File: src/rtl/legv8_ctrl_pkg.sv
// Shared types and encodings for the LEGv8 control units: FSM states,
// instruction classes, ALU operation codes and datapath select values.
package legv8_ctrl_pkg;

    typedef enum logic [3:0] {
        S_IDLE, S_FETCH, S_DECODE, S_EXEC_R, S_WB_R, S_EXEC_ADDR, S_MEM_LD,
        S_WB_MEM, S_MEM_ST, S_EXEC_CBZ, S_EXEC_B, S_HALT, S_ERROR
    } state_t;

    typedef enum logic [2:0] {
        CLS_R, CLS_LD, CLS_ST, CLS_CBZ, CLS_B, CLS_HLT, CLS_ILL
    } instr_cls_t;

    localparam logic [3:0] ALU_AND   = 4'd0;
    localparam logic [3:0] ALU_ORR   = 4'd1;
    localparam logic [3:0] ALU_ADD   = 4'd2;
    localparam logic [3:0] ALU_SUB   = 4'd6;
    localparam logic [3:0] ALU_PASSB = 4'd7;
    localparam logic [3:0] ALU_NOR   = 4'd12;

    localparam logic [10:0] OP_ADD  = 11'b10001011000;
    localparam logic [10:0] OP_SUB  = 11'b11001011000;
    localparam logic [10:0] OP_AND  = 11'b10001010000;
    localparam logic [10:0] OP_ORR  = 11'b10101010000;
    localparam logic [10:0] OP_LDUR = 11'b11111000010;
    localparam logic [10:0] OP_STUR = 11'b11111000000;
    localparam logic [10:0] OP_HLT  = 11'b11010100010;
    localparam logic [7:0]  OP_CBZ  = 8'b10110100;
    localparam logic [5:0]  OP_B    = 6'b000101;

    localparam logic       A_SEL_PC   = 1'b0;
    localparam logic       A_SEL_RN   = 1'b1;
    localparam logic [1:0] B_SEL_REG  = 2'd0;
    localparam logic [1:0] B_SEL_FOUR = 2'd1;
    localparam logic [1:0] B_SEL_IMM  = 2'd2;
    localparam logic       ADDR_PC    = 1'b0;
    localparam logic       ADDR_ALU   = 1'b1;
    localparam logic       PC_SEQ     = 1'b0;
    localparam logic       PC_BRANCH  = 1'b1;
    localparam logic       WB_ALU     = 1'b0;
    localparam logic       WB_MDR     = 1'b1;
    localparam logic       R2_RM      = 1'b0;
    localparam logic       R2_RT      = 1'b1;

endpackage

File: src/rtl/legv8_opcode_decode.sv
// Maps the 11-bit LEGv8 opcode field to an instruction class and ALU op.
// HLT is classified by opcode only; the caller qualifies the low operand bits.
module legv8_opcode_decode
    import legv8_ctrl_pkg::*;
(
    input  logic [10:0] i_opcode,
    output instr_cls_t  o_cls,
    output logic [3:0]  o_alu_ctr
);

    always_comb begin
        o_cls     = CLS_ILL;
        o_alu_ctr = ALU_ADD;
        if (i_opcode == OP_ADD) begin
            o_cls = CLS_R;
        end else if (i_opcode == OP_SUB) begin
            o_cls     = CLS_R;
            o_alu_ctr = ALU_SUB;
        end else if (i_opcode == OP_AND) begin
            o_cls     = CLS_R;
            o_alu_ctr = ALU_AND;
        end else if (i_opcode == OP_ORR) begin
            o_cls     = CLS_R;
            o_alu_ctr = ALU_ORR;
        end else if (i_opcode == OP_LDUR) begin
            o_cls = CLS_LD;
        end else if (i_opcode == OP_STUR) begin
            o_cls = CLS_ST;
        end else if (i_opcode[10:3] == OP_CBZ) begin
            o_cls     = CLS_CBZ;
            o_alu_ctr = ALU_PASSB;
        end else if (i_opcode[10:5] == OP_B) begin
            o_cls = CLS_B;
        end else if (i_opcode == OP_HLT) begin
            o_cls = CLS_HLT;
        end
    end

endmodule

File: src/rtl/legv8_multicycle_ctrl.sv
// Multi-cycle LEGv8 control FSM: fetch/decode/execute/memory/writeback
// sequencing with a bounded memory-wait timeout into a sticky ERROR state.
module legv8_multicycle_ctrl
    import legv8_ctrl_pkg::*;
#(
    parameter int unsigned MEM_TIMEOUT = 255
) (
    input  logic        clk,
    input  logic        rst_n,
    input  logic [31:0] i_instr,
    input  logic        i_alu_zero,
    input  logic        i_mem_ready,
    output logic [3:0]  o_alu_ctr,
    output logic        o_alu_a_sel,
    output logic [1:0]  o_alu_b_sel,
    output logic        o_mem_req,
    output logic        o_mem_we,
    output logic        o_mem_addr_sel,
    output logic        o_ir_write,
    output logic        o_pc_write,
    output logic        o_pc_src,
    output logic        o_reg_write,
    output logic        o_wb_sel,
    output logic        o_reg2_sel,
    output logic        o_busy,
    output logic        o_error
);

    localparam int CNT_W = (MEM_TIMEOUT < 2) ? 1 : $clog2(MEM_TIMEOUT + 1);
    localparam logic [CNT_W:0] TMO = MEM_TIMEOUT[CNT_W:0];

    state_t           r_state;
    logic [CNT_W-1:0] r_wait_cnt;
    instr_cls_t       w_cls;
    logic [3:0]       w_alu_op;
    logic             w_mem_wait;
    logic             w_timeout;

    legv8_opcode_decode u_dec (
        .i_opcode  (i_instr[31:21]),
        .o_cls     (w_cls),
        .o_alu_ctr (w_alu_op)
    );

    assign w_mem_wait = (r_state inside {S_FETCH, S_MEM_LD, S_MEM_ST}) && !i_mem_ready;
    // Fires on the wait cycle that would bring the counter to MEM_TIMEOUT.
    assign w_timeout  = (MEM_TIMEOUT != 0) && w_mem_wait &&
                        (({1'b0, r_wait_cnt} + 1'b1) == TMO);

    always_ff @(posedge clk or negedge rst_n) begin
        if (!rst_n) begin
            r_state    <= S_IDLE;
            r_wait_cnt <= '0;
        end else begin
            r_wait_cnt <= w_mem_wait ? r_wait_cnt + 1'b1 : '0;
            case (r_state)
                S_IDLE:      r_state <= S_FETCH;
                S_FETCH:     if (w_timeout) r_state <= S_ERROR;
                             else if (i_mem_ready) r_state <= S_DECODE;
                S_DECODE: begin
                    case (w_cls)
                        CLS_R:          r_state <= S_EXEC_R;
                        CLS_LD, CLS_ST: r_state <= S_EXEC_ADDR;
                        CLS_CBZ:        r_state <= S_EXEC_CBZ;
                        CLS_B:          r_state <= S_EXEC_B;
                        CLS_HLT:        r_state <= (i_instr[20:0] == '0) ? S_HALT : S_ERROR;
                        default:        r_state <= S_ERROR;
                    endcase
                end
                S_EXEC_R:    r_state <= S_WB_R;
                S_WB_R:      r_state <= S_FETCH;
                S_EXEC_ADDR: r_state <= (w_cls == CLS_LD) ? S_MEM_LD : S_MEM_ST;
                S_MEM_LD:    if (w_timeout) r_state <= S_ERROR;
                             else if (i_mem_ready) r_state <= S_WB_MEM;
                S_WB_MEM:    r_state <= S_FETCH;
                S_MEM_ST:    if (w_timeout) r_state <= S_ERROR;
                             else if (i_mem_ready) r_state <= S_FETCH;
                S_EXEC_CBZ:  r_state <= S_FETCH;
                S_EXEC_B:    r_state <= S_FETCH;
                S_HALT:      r_state <= S_HALT;
                default:     r_state <= S_ERROR;
            endcase
        end
    end

    always_comb begin
        o_alu_ctr      = ALU_ADD;
        o_alu_a_sel    = A_SEL_PC;
        o_alu_b_sel    = B_SEL_REG;
        o_mem_req      = 1'b0;
        o_mem_we       = 1'b0;
        o_mem_addr_sel = ADDR_PC;
        o_ir_write     = 1'b0;
        o_pc_write     = 1'b0;
        o_pc_src       = PC_SEQ;
        o_reg_write    = 1'b0;
        o_wb_sel       = WB_ALU;
        o_reg2_sel     = R2_RM;
        o_busy         = !(r_state inside {S_IDLE, S_HALT, S_ERROR});
        o_error        = (r_state == S_ERROR);
        case (r_state)
            S_FETCH: begin
                o_mem_req   = 1'b1;
                o_alu_b_sel = B_SEL_FOUR;
                o_ir_write  = i_mem_ready;
                o_pc_write  = i_mem_ready;
            end
            S_EXEC_R: begin
                o_alu_a_sel = A_SEL_RN;
                o_alu_ctr   = w_alu_op;
            end
            S_WB_R:      o_reg_write = 1'b1;
            S_EXEC_ADDR: begin
                o_alu_a_sel = A_SEL_RN;
                o_alu_b_sel = B_SEL_IMM;
            end
            S_MEM_LD: begin
                o_mem_req      = 1'b1;
                o_mem_addr_sel = ADDR_ALU;
            end
            S_WB_MEM: begin
                o_reg_write = 1'b1;
                o_wb_sel    = WB_MDR;
            end
            S_MEM_ST: begin
                o_mem_req      = 1'b1;
                o_mem_we       = 1'b1;
                o_mem_addr_sel = ADDR_ALU;
                o_reg2_sel     = R2_RT;
            end
            S_EXEC_CBZ: begin
                o_reg2_sel = R2_RT;
                o_alu_ctr  = ALU_PASSB;
                o_pc_write = i_alu_zero;
                o_pc_src   = PC_BRANCH;
            end
            S_EXEC_B: begin
                o_pc_write = 1'b1;
                o_pc_src   = PC_BRANCH;
            end
            default: ;
        endcase
    end

endmodule

File: config.mk
export PLATFORM = sky130hd
export DESIGN_NAME = legv8_multicycle_ctrl
export DESIGN_NICKNAME = d
export VERILOG_FILES = /design/src/rtl/legv8_ctrl_pkg.sv /design/src/rtl/legv8_opcode_decode.sv /design/src/rtl/legv8_multicycle_ctrl.sv
export SDC_FILE = /design/constraint.sdc
export NUM_CORES = 1
export LEC_CHECK = 0
export CORE_MARGIN = 2
export CORE_UTILIZATION = 30
export DETAILED_ROUTE_END_ITERATION = 12
export PLACE_DENSITY = 0.71
export SETUP_SLACK_MARGIN = 0.2
export SLEW_MARGIN = 20
export SYNTH_ARGS = -nofsm -noshare
export SYNTH_HDL_FRONTEND = slang
export SYNTH_SLANG_ARGS = --single-unit
File: constraint.sdc
create_clock -name clk -period 2 [get_ports clk]
set_input_delay 0.4 -clock clk [delete_from_list [all_inputs] [get_ports clk]]
set_output_delay 0.4 -clock clk [all_outputs]
set_load 0.02 [all_outputs]
# ---- Word-level counts from Yosys, hierarchy flattened
# Index checks and enable logic that the tools add are counted.
dict set report word_totals {
  ff_bits 12
  latch_bits 0
  mem_bits_rw 0
  romBits 0
  inputBits 36
  output_inout_bits 18
  wordCells 91
  memories 0
}
dict set report classes {
  n_addsub 2
  mul 0
  n_div 0
  n_lt_le_gt_ge 0
  n_eq_ne 30
  n_shift 0
  mux 39
  bitwise_logic 0
  n_reduce_logical 18
}
# operator count
set op_table {}
lappend op_table {{$eq A11 B11 Y1 const B} 7}
lappend op_table {{$mux W4} 13}
lappend op_table {{$pmux W4 S8} 1}
lappend op_table {{$mux W3} 10}
lappend op_table {{$logic_not A21 Y1} 1}
lappend op_table {{$eq A4 B4 Y1 const B} 5}
lappend op_table {{$pmux W4 S5} 1}
lappend op_table {{$eq A4 B3 Y1 const B} 4}
lappend op_table {{$reduce_or A2 Y1} 6}
lappend op_table {{$add A8 B1 Y9 const B} 1}
lappend op_table {{$eq A9 B8 Y1 const B} 1}
lappend op_table {{$mux W1} 9}
lappend op_table {{$ne A3 B3 Y1 const B} 3}
lappend op_table {{$add A8 B1 Y8 const B} 1}
lappend op_table {{$eq A4 B2 Y1 const B} 2}
lappend op_table {{$eq A8 B8 Y1 const B} 1}
lappend op_table {{$mux W8} 1}
lappend op_table {{$pmux W4 S2} 1}
lappend op_table {{$eq A3 B2 Y1 const B} 2}
lappend op_table {{$eq A3 B3 Y1 const B} 2}
lappend op_table {{$eq A6 B3 Y1 const B} 1}
lappend op_table {{$reduce_bool A3 Y1} 2}
lappend op_table {{$reduce_or A5 Y1} 1}
lappend op_table {{$eq A4 B1 Y1 const B} 1}
lappend op_table {{other kinds (10)} 12}

# ---- Longest topological paths before layout
# Gate-level depths: netlist of the first run.
dict set report logic_depth {
  word_depth 14
  ltp_mapped 8
  depth_no_buf 7
}

# ---- Cells and area by module
# From an unflattened synthesis of the first run, not the netlist that was laid out.
dict set report unflattened {
  cells_unflattened 168
  hier_area_um2 1321.3
}
# mod n_inst cells_each area_per_inst_um2 seq_area_each_um2
set by_module_without_submodules {}
lappend by_module_without_submodules {legv8_multicycle_ctrl 1 141 1084.8 300.3}
lappend by_module_without_submodules {legv8_opcode_decode 1 27 236.5 0.0}

# ---- Least setup slack after synthesis of the first run
# OpenSTA, ideal clock, no wires.
dict set report synth_path {
  path_type {reg-to-reg}
  startpoint {register r_state[1]}
  endpoint {register r_state[1]}
  setup_time_ns 0.120
  t_arrival_ns 2.072
  t_required_ns 1.880
  path_slack_ns -0.192
  path_stages_with_launch 8
  n_path_buf 2
  period_less_slack_ns 2.192
  cell_sequence {dfrtp_1 buf_4 nor4b_2 a211o_2 nand2_4 buf_2 or2_2 a31o_1}
}
dict set report synth_between {
  elab_chain_len 6
  word_cells_on_any_way 24
  cone_classes {14 x eq/ne; 4 x mux; 6 x reduce/logical}
}
# element line
set synth_lines {}
lappend synth_lines {{start: declaration} legv8_multicycle_ctrl.sv:32} ;# state_t r_state;
lappend synth_lines {{start signal: assignment} legv8_multicycle_ctrl.sv:66} ;# CLS_HLT: r_state <= (i_instr[20:0] == '0) ? S_HALT : S_ERROR;
lappend synth_lines {{start signal: assignment} legv8_multicycle_ctrl.sv:72} ;# S_EXEC_ADDR: r_state <= (w_cls == CLS_LD) ? S_MEM_LD : S_MEM_ST;
lappend synth_lines {{$eq A4 B1 Y1, or another cell as far along} {legv8_multicycle_ctrl.sv:45, legv8_multicycle_ctrl.sv:56}}
lappend synth_lines {{$reduce_bool A3 Y1} legv8_multicycle_ctrl.sv:45} ;# assign w_mem_wait = (r_state inside {S_FETCH, S_MEM_LD, S_MEM_ST}) && !i_mem_ready;
lappend synth_lines {{$logic_and A1 B1 Y1} legv8_multicycle_ctrl.sv:45}
lappend synth_lines {{$logic_and A1 B1 Y1} legv8_multicycle_ctrl.sv:47} ;# assign w_timeout = (MEM_TIMEOUT != 0) && w_mem_wait &&
lappend synth_lines {{$mux W4, or another cell as far along} legv8_multicycle_ctrl.sv:76} ;# S_MEM_ST: if (w_timeout) r_state <= S_ERROR;
lappend synth_lines {{$pmux W4 S8 / $reduce_and A3 Y1 (equally long branches)} --}
# Parallel ways exist; a longest one is shown, timed or not.
# A chain may end at the register's enable or synchronous reset.

# ---- Worst setup path after layout of the first run
dict set report layout_path {
  startpoint {register r_wait_cnt[1]}
  endpoint {register r_state[1]}
}
dict set report layout_between {
  elab_chain_len 5
  word_cells_on_any_way 11
  cone_classes {1 x add/sub; 4 x eq/ne; 4 x mux; 2 x reduce/logical}
}
# element line
set layout_lines {}
lappend layout_lines {{start: declaration} legv8_multicycle_ctrl.sv:33} ;# logic [CNT_W-1:0] r_wait_cnt;
lappend layout_lines {{start signal: assignment} legv8_multicycle_ctrl.sv:55} ;# r_wait_cnt <= w_mem_wait ? r_wait_cnt + 1'b1 : '0;
lappend layout_lines {{$add A8 B1 Y9 (*)} legv8_multicycle_ctrl.sv:48} ;# (({1'b0, r_wait_cnt} + 1'b1) == TMO);
lappend layout_lines {{$eq A9 B8 Y1 (*)} legv8_multicycle_ctrl.sv:48}
lappend layout_lines {{$logic_and A1 B1 Y1 (*)} legv8_multicycle_ctrl.sv:47}
lappend layout_lines {{$mux W4, or another cell as far along} legv8_multicycle_ctrl.sv:76}
lappend layout_lines {{$pmux W4 S8 / $reduce_and A3 Y1 (equally long branches)} --}
# Every way passes the cells marked *; elsewhere a longest branch is shown, timed or not.

==> metrics, run 1 <==
outcome=finished, violations left; failing checks=setup timing; Die Area=4920 um^2; Seq cells post-synth=12; ANT nets after route=0; # DRC=0; Synth Area per Inst=7.46 um^2; die span in y=70.2 um; PnR worst setup slack=-0.104 ns; Initial Utilization=30.6%; share of the synthesized area in the top cell type=22.9%; Num CTS Buffers=3; Final Max Tran Viols=0; Arr. time, crit path=2.24 ns; Rows=24; Worst EP required=2.14 ns; CTS tree=built; Adder-Cell Fraction of Synth Area=1.90%; via count=1,860; sequential power share=13.4%; Setup TNS=-0.333 ns; dpl hpwl=3380 um; CTS clk-pin slew, worst paths=0.06 ns; vias in the first global route=1,828; DP Cell Count=329; Seq/Total Area, Yosys=22.9%; Netlist cell types=56; num ports=54; Via density=5.36; largest family of logic cells by synthesized area=simple AND/OR/NAND/NOR gates; Area contributors post-synth=dfrtp_1 23%, nor2_1 8.0%, nor2b_1 3.8%; area growth from synthesis to layout=102%; cell type with the largest total area after synthesis=dfrtp_1; ANT cells=0; unrepaired setup endpoints after global routing=yes; crit share post-route=105%; Slew HR=60.8%; worst-path fanout max=2; switching part of the total=42.2%; Setup Skew=0.00825 ns; count leader, synth=nor2_1; largest net degree at the start of global routing=13; port bufs=52; worst vdd ir=0.000428 V; minimum clock period after layout=2.10 ns; CTS Root Cell=clkbuf_8; Final Power=2.70 mW; number of synthesized flops with an enable pin=0; Cell Area, Synth=1310 um^2; H-Tree Depth=1; gpl congestion=0.834; worst-skew pair later-pin latency=0.25 ns; Worst-Margin Slew=0.587 ns; Die Wd=70.2 um; mux share of post-synthesis cell area=0.857%; DRT Pass-1 Iters=4; Routed WL=4780 um; LEAKAGE=1.19 nW; Synth top cells by count=28 x nor2_1, 12 x dfrtp_1, 10 x nand2_1; syn nets=214; Critical Path End Type=flip-flop; share of post-route cells with drive strength above 1=46.1%; Wirelength per Cell=13.8 um; worst min-delay path class=in -> async; pwr dens=1020 nW/um^2; Post-synth top flop=dfrtp_1; final setup vio count=6; P_int=1.56 mW; ys async rst share=100%; initial drt markers=170; Synth warnings=0; initial antenna violation count=0; Syn Inst Count=176; Switching Power=1.14 mW; Synth Area in Simple Gates=43.3%; Longest Clk Path Bufs=2; grt ovf=0; Comb pwr share=76.6%; Final Hold Fails=0; Final #Nets=334; number of max-cap violations=0; total track usage=18.6%; Clk pwr share=10.0%; core area=4290 um^2; Compound-Gate Fraction of Synth Area=21.7%; register area=303 um^2; multi-input logic area=1120 um^2; WS Path Type=reg -> reg; fillers=374; clk sinks=12; Post-CTS Hold Buffers=0; Post-Synth XOR/XNOR Area=4.00%; Startpoint Class=flip-flop; first-pass GRT wire length=7620 um; fin cells=347; f_max=0.475 GHz
final cells by class:
cell class                 instances  area share [%]
clock buffer                       4            2.08
sequential                        12            11.4
tap                               52            2.46
inverter                           6           0.850
multi-input combinational        149            42.1
timing repair buffer             124            41.0
sequential cells by signal, summed over array words and instances (netlist names):
register,flops
r_wait_cnt,8
r_state,4
layer usage:
| layer | global-route usage, % | part of all wire, % | up-vias |
|---|---|---|---|
| met4 | 5.77 | 1.3 | 0 |
| met2 | 33.3 | 52 | 67 |
| li1 | - | - | 891 |
| met1 | 23.3 | 42 | 895 |
| met5 | 0 | 0 | - |
| met3 | 2.02 | 5.5 | 7 |
worst paths after layout:
kind                               start       endpoint  slack [ns]  depth (start not counted)
max in group asynchronous          rst_n     r_state[3]        1.06                          1
setup reg to reg           r_wait_cnt[1]     r_state[1]       -0.10                          7
hold / removal                     rst_n  r_wait_cnt[7]        0.53                          1
min in group clk           r_wait_cnt[2]  r_wait_cnt[2]        0.58                          2
hold reg to reg            r_wait_cnt[2]  r_wait_cnt[2]        0.58                          2
setup / recovery           r_wait_cnt[1]     r_state[1]       -0.10                          7
logic make-up after synthesis:
kind of cell             after synthesis
AO/OA/AOI/OAI                         41
XOR/XNOR                               6
adder cells (fa/ha/maj)                2
buffers and inverters                 15
flip-flops                            12
multiplexers                           1
other                                  1
AND/OR/NAND/NOR                       98
power groups by stage:
| stage | registers, mW | logic, mW | clock network (mW) |
|---|---|---|---|
| 2_1_floorplan | 0.352 | 0.922 | 0 |
| 3_3_place_gp | 0.395 | 1.70 | 0 |
| 3_5_place_dp | 0.395 | 1.72 | 0 |
| 4_1_cts | 0.360 | 1.83 | 0.272 |
| 5_1_grt | 0.368 | 2.21 | 0.281 |
| 6_report | 0.361 | 2.07 | 0.270 |
metrics by stage:
step	worst slack (ns)	hold slack [ns]	area, um^2	utilization (%)
5_1_grt	-0.173	0.580	2650	61.7
2_1_floorplan	-0.0812	0.104	1370	-
3_5_place_dp	-0.922	0.578	2350	54.7
6_report	-0.104	0.526	2650	61.7
3_3_place_gp	-0.885	0.549	2350	54.7
4_1_cts	-0.0942	0.540	2490	58.0
placed cells by master (no fill, tap or decap), drive strengths merged, types with 2 or more instances in the layout:
master,synthesis,routed
clkbuf,5,5
xor2,3,3
nand2b,7,7
nand3,6,6
inv,6,6
clkdlybuf4s50,0,23
a211o,3,3
buf,4,89
o2111ai,2,2
ha,2,2
a211oi,2,2
a21boi,2,2
o21ai,8,8
dfrtp,12,12
xnor2,3,3
nor3,6,6
nor2b,8,8
dlygate4sd2,0,5
nand2,12,12
nor4b,2,2
a21oi,9,9
a31oi,2,2
and2,3,3
nand4,7,7
clkdlybuf4s15,0,4
nor2,28,28
or2,2,2
or3,2,2
dlymetal6s2s,0,2
and3,2,2
nand4b,2,2
nor4,5,5
worst max-delay path: stages, from the launching register on:
cell       delay [ns]
dfrtp_1          0.40
ha_2             0.20
nand2b_4         0.14
or4_4            0.50
o211a_4          0.16
nor4_4           0.25
o2111ai_1        0.16
a31o_1           0.20
timing repair:
action,in CTS,in global routing
setup endpoints to repair,21,20
setup buffers,9,4
gates cloned,0,1
gates resized for setup,110,40
pin swaps,14,14
(Power assumes the default switching activity.)
==> run 2, diff against run 1 <==
Settings changed: GPL_ROUTABILITY_DRIVEN set to 0.
==> results of run 2 <==
Same layout as run 1: the final DEF is identical, and so are final timing and power.
==> RTL change 1: new RTL, flow settings as in run 2 <==
`MEM_TIMEOUT`: 255 -> 510.
--- a/src/rtl/legv8_multicycle_ctrl.sv
+++ b/src/rtl/legv8_multicycle_ctrl.sv
@@ -5,3 +5,3 @@
 #(
-    parameter int unsigned MEM_TIMEOUT = 255
+    parameter int unsigned MEM_TIMEOUT = 510
 ) (
Check against the original RTL: no difference found for any inputs over 10 cycles, from zero or initial values and one cycle with rst_n low; that may be too few to reach the edited logic, so the function may still have changed.
==> RTL change 1 against run 2 <==
  * The run still ends with negative setup slack left
  * Register-to-register slack got worse by 60 ps
  * Synthesized area up 4.0%
  * Sequential cell count increased by 1
  * Critical path depth unchanged
  * Synthesized cell count down 4.0%
  * Wire length grew 3.9%
  * Setup slack lost 72 ps
  * Cell area increased by 6.6%
  * Power grew 16%
  * Critical path type is now primary input to register
==> RTL change 1: results (changes against run 2) <==
Global routing
  • First-pass GRT wire length: 7.431 mm (-2.4%)
  • Met3 GRT Util: 2.391% (+0.37 points)
  • M2 GR Usage: 30.97% (-2.4 points)

Yosys
  • Syn Nets: 207 (-3.3%)
  • Synth Area per Inst: 8.085 µm² (+8.3%)
  • Compound-Gate Fraction of Synth Area: 18.86% (-2.8 points)
  • Multiplexer share of the synthesized area: 0.7326% (-0.12 points)
  • Distinct cell type count after synthesis: 61 (+8.9%)
  • Synth Area in Adders: 1.832% (-0.073 points)
  • Post-synthesis xor/xnor area fraction: 3.846% (-0.15 points)

Run status
  • Failing checks: negative setup slack
  • Status: finished with violations

Setup path
  • Slowest CP cell: or4_1
  • Crit path arrival time: 2290 ps (+50 ps)
  • Worst reg2reg path depth: 9 (+2)

Power and ir drop
  • Combinational group power: 0.00251 W (+21%)
  • P_clk: 0.000239 W (-11%)
  • P_sw: 0.001296 W (+14%)
  • Leakage: 1.216 nW (+2.1%)

Hold path
  • Worst hold path class: register to register

Floorplanning
  • Die W: 71.49 µm (+1.9%)

STA
  • Final setup TNS: -379.5 ps (-46.51 ps)
  • Post-route worst setup slack: -176.6 ps (-72.14 ps)
  • Clk_skew: 2.704 ps (-5.549 ps)
  • Final setup fails: 4 (-2)

Placed design
  • Place WS: -735.2 ps (+186.9 ps)

Finish
  • Buffer share of cell area: 40.56% (-0.49 points)
  • Top Registers: r_wait_cnt x9, r_state x4
  • Share of layout cells above drive strength 1: 51.36% (+5.3 points)
  • Clk cell area share: 1.596% (-0.48 points)

Clocking
  • Post-CTS sizing: 153 (+39%)
  • Post-CTS setup buffers: 15 (+6)
  • CTS sink cnt: 13 (+1)
[RTL change 1: changes by cell type in the layout (fill, tap and decap cells not counted), moves of 4 or more]
cell                    run 2  this run
buf_6                      15        23
nor2_1                     21        13
dlygate4sd2_1               5         0
nand3b_1                    0         5
nand4_1                     7         2
a21oi_1                     7         3
clkdlybuf4s15_1             1         5
nor2_2                      5         1
[RTL change 1: worst max path at each step]
stage                      startpoint                endpoint  slack (ps)
2_1_floorplan             i_instr[21]  r_state[1]$_DFFE_PN0P_        -190
3_3_place_gp              i_instr[28]            o_alu_ctr[2]        -720
3_5_place_dp              i_instr[28]            o_alu_ctr[2]        -740
4_1_cts                   i_instr[23]  r_state[1]$_DFFE_PN0P_        -170
5_1_grt        r_state[1]$_DFFE_PN0P_  r_state[1]$_DFFE_PN0P_        -320
6_report                  i_instr[25]  r_state[1]$_DFFE_PN0P_        -180
[RTL change 1: metal layers]
metal	up-vias	share of wire, %
met4	0	2.7
li1	891	-
met2	65	52
met5	-	0
met3	13	4.5
met1	856	41
==> RTL change 2: new RTL, config.mk and constraints of run 2 <==
Without the edit above. Reset style: synchronous (`rst_n`), changed in one clocked block.
--- a/src/rtl/legv8_multicycle_ctrl.sv
+++ b/src/rtl/legv8_multicycle_ctrl.sv
@@ -49,3 +49,3 @@
 
-    always_ff @(posedge clk or negedge rst_n) begin
+    always_ff @(posedge clk) begin
         if (!rst_n) begin
Check against the original RTL: differs if rst_n is asserted again (counterexample within 4 cycles, from zero or initial values and one cycle with rst_n low); with rst_n held inactive, the same outputs for 10 cycles.
==> RTL change 2 against run 2 <==
  * The run still ends with negative setup slack left
  * Sequential share of layout area fell by 1.0 points
  * Setup slack got worse by 54 ps
  * Final cell count down 8.4%
  * Register-to-register slack improved by 340 ps
  * Cell area shrank 9.5%
  * First-iteration DRC count down 83%
  * Clock power about the same
  * Synthesized area shrank 6.7%
  * Wire length fell by 8.2%
  * Highest routed layer unchanged
  * Count of clock-buffer cells in the layout unchanged
  * Sequential cell count is the same
  * Global-route usage up 0.64 points
  * Power decreased by 8.7%
  * Sequential power rose by 5.5%
==> RTL change 2: results (changes against run 2) <==
Run status
  • Status: finished with violations
  • Failing checks: negative setup slack

Yosys
  • Syn Nets: 210 (-1.9%)
  • Async set-reset flop share out of synthesis: 0% (-100 points)
  • Post-synthesis xor/xnor area fraction: 5.714% (+1.7 points)
  • Main area contributors after synthesis: dfxtp_1, nor2_1, nand2_1
  • Synth Area in Adders: 2.041% (+0.14 points)
  • Compound-Gate Fraction of Synth Area: 18.98% (-2.7 points)
  • Most frequent cells after synthesis: nor2_1, nand2_1, dfxtp_1
  • Multiplexer share of the synthesized area: 1.224% (+0.37 points)
  • Top_reg_cell synth: dfxtp_1
  • Register area share after synthesis: 19.59% (-3.3 points)
  • Distinct cell type count after synthesis: 54 (-3.6%)

Hold path
  • Startpoint of the worst hold path: r_wait_cnt[0]$_SDFF_PN0_
  • Worst hold path class: register to register

Global routing
  • First-pass GRT wire length: 6.906 mm (-9.3%)
  • GRT Overall Usage: 19.28% (+0.64 points)
  • Pin count of the biggest net entering global routing: 10 (-3)
  • Vias in the first global route: 1,618 (-11%)

Finish
  • Share of layout cells above drive strength 1: 47.39% (+1.3 points)
  • Antenna diodes: 0 (unchanged)
  • Buffers excl. clock: 102 (-18%)
  • Filler Cell Count: 326 (-13%)
  • Buffer share of cell area: 36.90% (-4.1 points)
  • Multi-input gates: 144 (-3.4%)
  • Fraction of area in multi-input gates: 46.87% (+4.7 points)
  • Clk cell area share: 2.296% (+0.22 points)
  • Fraction of area in registers: 10.39% (-1.0 points)
  • Net total in the final layout: 307 (-8.1%)

Setup path
  • Critical Path End: o_alu_ctr[2]
  • FF-to-FF Start: r_wait_cnt[1]$_SDFF_PN0_
  • Crit path arrival time: 1760 ps (-480 ps)
  • RR Endpoint: r_state[3]$_SDFFE_PN0P_
  • Slowest CP cell: or3_4
  • CP Launch Point: i_instr[27]
  • Reg2reg setup slack: 240 ps (+340 ps)
  • Crit path largest cell delay: 340 ps (-160 ps)

Power and ir drop
  • Combinational group power: 0.00181 W (-13%)
  • Sequential power: 0.000381 W (+5.5%)
  • P_sw: 0.001091 W (-4.1%)
  • Internal Power: 0.001372 W (-12%)
  • Maximum VDD drop: 0.8048 mV (+88%)
  • Leakage: 0.9989 nW (-16%)

STA
  • Clk_skew: 0.6899 ps (-7.563 ps)
  • Final setup TNS: -158.5 ps (+174.5 ps)
  • Final setup fails: 1 (-5)
  • Worst hold slack: 456.8 ps (-69.29 ps)
  • Post-route worst setup slack: -158.5 ps (-53.99 ps)

Placed design
  • Input/output buffers: 52 (unchanged)
  • Final HPWL DP: 3.052 mm (-9.7%)

Clocking
  • Post-CTS sizing: 150 (+36%)
  • Post-CTS setup buffers: 5 (-4)
  • H-tree Lvls: 1 (unchanged)

Routing
  • Routed vias/inst: 5.132 (-4.3%)
  • WL/cell: 13.80 µm (+0.19%)
  • Iter 0 DRT Violations: 29 (-83%)
-- RTL change 2: changes by cell type after synthesis, sizes merged, moves of 3 or more --
cell           run 2  this run
nand2b             7         3
nor2b              8         4
nor3               6         9
dfrtp             12         0
nor3b              1         5
dfxtp              0        12
nand4              7         3
a211o              3         0
nor2              28        25
-- RTL change 2: per-stage QoR --
step,std cells,cell area (µm²),setup WS [ps]
floorplan,172,1251,29.49
global placement,303,2074,-957.2
detailed placement,303,2074,-983.4
CTS,312,2230,-198.5
global route,318,2397,-238.1
finish,318,2397,-158.5
-- RTL change 2: metal layers --
metal | vias to the layer above | share of wire (%) | global-route usage, %
li1 | 821 | - | -
met1 | 746 | 41 | 22.68
met2 | 54 | 52 | 35.44
met3 | 11 | 4.8 | 2.138
met4 | 0 | 2.6 | 7.250
met5 | - | 0 | 0
-- RTL change 2: worst max-delay path: cells and delay by family --
kind            cells  cell delay, ps
simple gates        5            1020
buf+inv             2             210
compound gates      1             130
